===== config.mk =====
export PLATFORM = sky130hd
export DESIGN_NAME = shift_seq_ctrl
export DESIGN_NICKNAME = d
export VERILOG_FILES = /design/src/rtl/shift_seq_ctrl.sv
export SDC_FILE = /design/constraint.sdc
export NUM_CORES = 1
export LEC_CHECK = 0
export CELL_PAD_IN_SITES_DETAIL_PLACEMENT = 0
export CELL_PAD_IN_SITES_GLOBAL_PLACEMENT = 2
export CORE_AREA = 2 2 57 59
export CTS_CLUSTER_DIAMETER = 40
export DETAILED_ROUTE_END_ITERATION = 8
export DIE_AREA = 0 0 59 61
export PLACE_DENSITY = 0.77
export SKIP_LAST_GASP = 1
export SLEW_MARGIN = 20
export SYNTH_ARGS = -nofsm -noshare
export SYNTH_HDL_FRONTEND = slang
export SYNTH_SLANG_ARGS = --single-unit

===== constraint.sdc =====
create_clock -name clk -period 1.25 [get_ports clk]
set_input_delay 0.125 -clock clk [delete_from_list [all_inputs] [get_ports clk]]
set_output_delay 0.125 -clock clk [all_outputs]
set_load 0.05 [all_outputs]

===== src/rtl/shift_seq_ctrl.sv =====
// rtl/shift_seq_ctrl.sv - command-driven sequencer for a bidirectional shift register
//
// Accepts one shift command at a time. A command can parallel-load the
// register, then shifts it left or right a programmed number of times with a
// fixed serial-in bit, presenting each exiting bit on ser_out. The final
// register contents are returned over a result handshake.
//
// Ports:
//   clk, rst           rising-edge clock, asynchronous active-high reset
//   cmd_valid/ready    command handshake (ready only while idle)
//   cmd_load/data      optional parallel load applied on accept
//   cmd_dir            1: shift left, 0: shift right
//   cmd_fill           serial-in bit used for every shift of the command
//   cmd_count          number of single-bit shifts (0 skips shifting)
//   ser_out/ser_valid  bit leaving the register in each shift cycle
//   res_valid/ready    result handshake
//   res_data           current register contents
//   busy               a command is in progress or its result is pending

module shift_seq_ctrl #(
  parameter int WIDTH = 4,
  parameter int CNT_W = 3
) (
  input  logic             clk,
  input  logic             rst,
  input  logic             cmd_valid,
  output logic             cmd_ready,
  input  logic             cmd_load,
  input  logic [WIDTH-1:0] cmd_data,
  input  logic             cmd_dir,
  input  logic             cmd_fill,
  input  logic [CNT_W-1:0] cmd_count,
  output logic             ser_out,
  output logic             ser_valid,
  output logic             res_valid,
  input  logic             res_ready,
  output logic [WIDTH-1:0] res_data,
  output logic             busy
);

  typedef enum logic [1:0] {
    S_IDLE  = 2'd0,
    S_SHIFT = 2'd1,
    S_DONE  = 2'd2
  } state_t;

  state_t           state, state_nxt;
  logic [WIDTH-1:0] q, q_nxt;
  logic [CNT_W-1:0] cnt, cnt_nxt;
  logic             dir_r, dir_nxt;
  logic             fill_r, fill_nxt;

  // Both shift candidates use the fill bit captured at accept time, so
  // later changes on cmd_fill cannot disturb a command in flight.
  logic [WIDTH-1:0] q_shl;
  logic [WIDTH-1:0] q_shr;

  assign q_shl = {q[WIDTH-2:0], fill_r};
  assign q_shr = {fill_r, q[WIDTH-1:1]};

  always_ff @(posedge clk or posedge rst) begin
    if (rst) begin
      state  <= S_IDLE;
      q      <= '0;
      cnt    <= '0;
      dir_r  <= 1'b0;
      fill_r <= 1'b0;
    end else begin
      state  <= state_nxt;
      q      <= q_nxt;
      cnt    <= cnt_nxt;
      dir_r  <= dir_nxt;
      fill_r <= fill_nxt;
    end
  end

  always_comb begin
    state_nxt = state;
    q_nxt     = q;
    cnt_nxt   = cnt;
    dir_nxt   = dir_r;
    fill_nxt  = fill_r;

    case (state)
      S_IDLE: begin
        if (cmd_valid) begin
          dir_nxt  = cmd_dir;
          fill_nxt = cmd_fill;
          if (cmd_load) begin
            q_nxt = cmd_data;
          end
          // A zero count goes straight to the result, so cnt is never
          // decremented from zero and cannot wrap.
          if (cmd_count == '0) begin
            state_nxt = S_DONE;
          end else begin
            cnt_nxt   = cmd_count;
            state_nxt = S_SHIFT;
          end
        end
      end

      S_SHIFT: begin
        q_nxt   = dir_r ? q_shl : q_shr;
        cnt_nxt = cnt - 1'b1;
        if (cnt == CNT_W'(1)) begin
          state_nxt = S_DONE;
        end
      end

      S_DONE: begin
        // Returning to idle here means the next command waits one cycle.
        if (res_ready) begin
          state_nxt = S_IDLE;
        end
      end

      default: begin
        state_nxt = S_IDLE;
      end
    endcase
  end

  // Every output is decoded from registered state only.
  assign cmd_ready = (state == S_IDLE);
  assign busy      = (state != S_IDLE);
  assign ser_valid = (state == S_SHIFT);
  assign ser_out   = ser_valid & (dir_r ? q[WIDTH-1] : q[0]);
  assign res_valid = (state == S_DONE);
  assign res_data  = q;

endmodule


# After elaboration in Yosys (flattened, before gate mapping)
# Cells that the tools add are included.
# classes
mux,13
reduce_logical,8
n_bitwise,1
addsub,1
eq_ne,8
# ops
cell,count
$mux 4,3
$reduce_and 3->1,3
$mux 2,4
$pmux 4 s2,1
$mux 3,2
$ne 2x1->1 const B,3
$pmux 2 s3,1
$pmux 3 s2,1
$ne 2x2->1 const B,2
$reduce_bool 2->1,2
$eq 3x1->1 const B,1
$logic_not 3->1,1
$sub 3x1->3 const B,1
$eq 2x1->1 const B,1
$eq 2x2->1 const B,1
$logic_not 2->1,1
$reduce_and 2->1,1
$and 1x1->1,1
$mux 1,1
# totals
out_inout_bits,9
register_bits,11
inputBits,14

# Logic depth before layout (Yosys ltp)
# logic_depth
ltp_word,4
ltp_mapped,6
ltp_nobuf,5

# Least setup slack after synthesis
# OpenSTA, ideal clock, no wires.
# synth_path
path_kind,flip-flop to output port
start,register state[1]
end,output port busy
stages_incl_launch_ff,4
arrival_time_ns,1.734
slack_ns,-0.609
required_time_ns,1.125
cell_sequence,dfrtp_1 buf_6 nor2_1 inv_1
# synth_between
elab_chain_len,1
# synth_rtl
element,line,rtl
"start, declared",47,"state_t state, state_nxt;"
"start signal, assigned",69,state <= state_nxt;
$reduce_bool 2->1,126,assign busy = (state != S_IDLE);
"end, declared",38,output logic busy
# No other way between the ends.

# Worst setup path after layout
# layout_path
start,register state[0]
end,output port res_valid
# layout_between
elab_chain_len,1
# layout_rtl
element,line,rtl
$eq 2x2->1,129,assign res_valid = (state == S_DONE);
"end, declared",35,"output logic res_valid,"
# No other way between the ends.

==> impl_metrics.json <==
{
  "crit_type": "reg2out",
  "rsz0062_at_grt": "true",
  "clockRootBuffer": "clkbuf_4",
  "grt.overflow.total": 0,
  "maxCapViolCount": 0,
  "seq_area_sq_um": 281.5,
  "path_cells": "buf_6, and2b_2, buf_12",
  "syn-cell-area_sq_um": 670.6,
  "antenna-diode-count": 0,
  "clock.fmax_mhz": 733.9,
  "power_leakage_uw": 0.0005503,
  "rr_worst_depth": 4,
  "worst_ep_arrival_time_ps": 1240,
  "status": "finished, violations left",
  "period_share_pct": 109.0,
  "drcViolationCount": 0,
  "fp.dieH_microns": 61,
  "grt_pass1_vias": 685,
  "rows": 20,
  "critPathRequiredTime_ps": 1120,
  "synth_nets": 84,
  "final.setup.worst_slack_ps": -112.5,
  "synth.area.top_cells": "dfrtp_1, mux2i_1, a221o_1, nor2_1, ha_1",
  "critPathSlowestCell": "dfrtp_2",
  "htreeDepth": 1,
  "drtIter0Drc": 16,
  "io_buffers": 22,
  "dpl_worst_slack_ps": -151.2,
  "cp_num_cells": 3,
  "ioPinCount": 23,
  "timing.hold.ws_ps": 157.2,
  "tritoncts": "done",
  "synth-seq-cells": 11,
  "die_x_microns": 59,
  "critical_path.startpoint_type": "flip-flop",
  "clock-sinks": 11,
  "vias_per_cell": 4.794,
  "antenna_left": 0,
  "grt_max_degree": 12,
  "vias": 676,
  "cp_num_buf_inv": 2,
  "avgSynthCellArea_sq_um": 9.862,
  "final_area_sq_mm": 0.001272,
  "wl_microns": 1775,
  "grt_first_pass_wirelength_microns": 2925,
  "slew_violations": 0,
  "hold_class": "in2async",
  "synth.top_cell.area_share_pct": 41.04,
  "period_minus_slack_ps": 1363,
  "clk_path_buf_depth": 2,
  "worst-r2r-setup-slack_ps": -20,
  "core_region_area_sq_mm": 0.002953,
  "layout_commonest_cell": "clkdlybuf4s50_1",
  "critical-path-top-delay-family": "flip-flops",
  "tightest_slew_ps": 441.9,
  "final_layout_size_suffix_gt1_share_pct": 50.00,
  "rr_endpoint": "cnt[2]",
  "power_uw": 3622,
  "dr.pass1.iters": 4,
  "clk_pin_slew_ps": 70,
  "syn_to_final_growth_pct": 89.74,
  "endpoint_kind": "output pin",
  "fillers": 294,
  "peakVddDrop_mv": 1.099,
  "slowest_delay_ps": 470,
  "final_cell_mix": "clkdlybuf4s50_1, buf_4, buf_12",
  "dpl-instance-area_sq_mm": 0.001114,
  "start_util_pct": 22.71,
  "finalHoldViolCount": 0,
  "crit_fanout": 5,
  "multi_input_area_sq_um": 421.7,
  "syn_inst": 68,
  "slew_headroom_pct": 70.51,
  "antenna_found_initial": 0,
  "synth.distinct_cells": 28,
  "violations": "negative setup slack",
  "dieArea_sq_mm": 0.003599,
  "fin_skew_ps": 1.082,
  "r2r_start": "state[0]",
  "post_drt_wl_per_cell_microns": 12.59,
  "holdBufCountCts": 0,
  "cts_made_buffers": 3,
  "finalSetupViolCount": 10,
  "place.gp.congestion": 0.7989,
  "yosysTopAreaCell": "dfrtp_1",
  "nNetsFinal": 125,
  "p_per_area_mw_per_mm2": 2846,
  "ys_warn_count": 0,
  "clkLatencyLatePin_ps": 260,
  "dp_hpwl_microns": 1314,
  "ys_seq_area_share_pct": 41.04,
  "grt_usage_pct": 11.09
}
==> cell usage after synthesis <==
master    count
inv_1         5
nor2b_1       1
nor3_1        1
nor4_1        1
clkbuf_1      1
nor3b_1       2
and3_1        1
inv_2         1
and2b_2       1
and2_2        1
nand2_1       2
a22oi_1       1
buf_6         2
buf_4         1
nand2b_1      1
a31oi_1       1
mux2i_1       7
a221o_1       4
nor2_1        7
a21oi_1       4
o31a_1        2
nand3_1       1
or2_4         1
mux2_2        2
o21ai_0       3
dfrtp_1      11
ha_1          2
or3_1         1
==> registers in the layout, indices dropped and copies added, names as in the netlist <==
name,flops
fill_r,1
res_data,4
state,2
cnt,3
dir_r,1
==> metrics by stage <==
step                      utilization (%)  instances  TNS (ps)
final                               43.09        141    -465.8
after global routing                43.09        141     -1049
after CTS                           42.20        141    -719.0
after detailed placement            37.71        132     -1135
after global placement              37.71        132     -1134
after floorplan                         -         68    -126.4
==> worst max path at each step <==
| stage | from | endpoint | slack [ps] |
|---|---|---|---|
| floorplan | state[1] | dir_r | -30 |
| global placement | cmd_valid | res_data[1] | -150 |
| detailed placement | cmd_valid | res_data[2] | -150 |
| CTS | state[0] | res_valid | -120 |
| global route | state[0] | res_valid | -160 |
| finish | state[0] | res_valid | -110 |
==> kinds of logic after synthesis <==
logic type | count (synthesis) | share of synthesized area (%)
AOI/OAI and AO/OA | 15 | 15.86
adders and majority gates | 2 | 3.731
buffers and inverters | 10 | 8.395
DFF | 11 | 41.04
muxes | 9 | 13.81
and+or+nand+nor | 21 | 17.17
==> layer usage <==
metal / vias to the layer above / part of all wire, % / global-route usage [%]
met5: - / 0 / 0
met4: 0 / 2.7 / 6.494
met3: 7 / 5.0 / 1.919
met2: 26 / 50 / 19.37
met1: 320 / 42 / 12.76
li1: 323 / - / -
==> what timing repair did <==
item	4_1_cts	5_1_grt
endpoints found under the setup margin	12	14
cloned	0	0
buffers inserted	5	0
gates resized for setup	18	5
pin swaps	5	6
==> power by group <==
group          internal (uW)  leakage (uW)  switching [uW]  total, uW
logic                   1420      0.000407            1190       2610
clock network            123     0.0000150             120        244
registers                545      0.000128             225        770
total                   2080      0.000550            1540       3620
==> area by class of cell <==
type                            count  share of cell area [%]
Clock buffer                        4                   2.065
Inverter                            6                   2.360
Multi-Input combinational cell     47                   33.14
Sequential cell                    11                   22.12
Tap cell                           33                   3.245
Timing Repair Buffer               40                   37.07
Note: power is estimated with default switching activity, not from simulation.
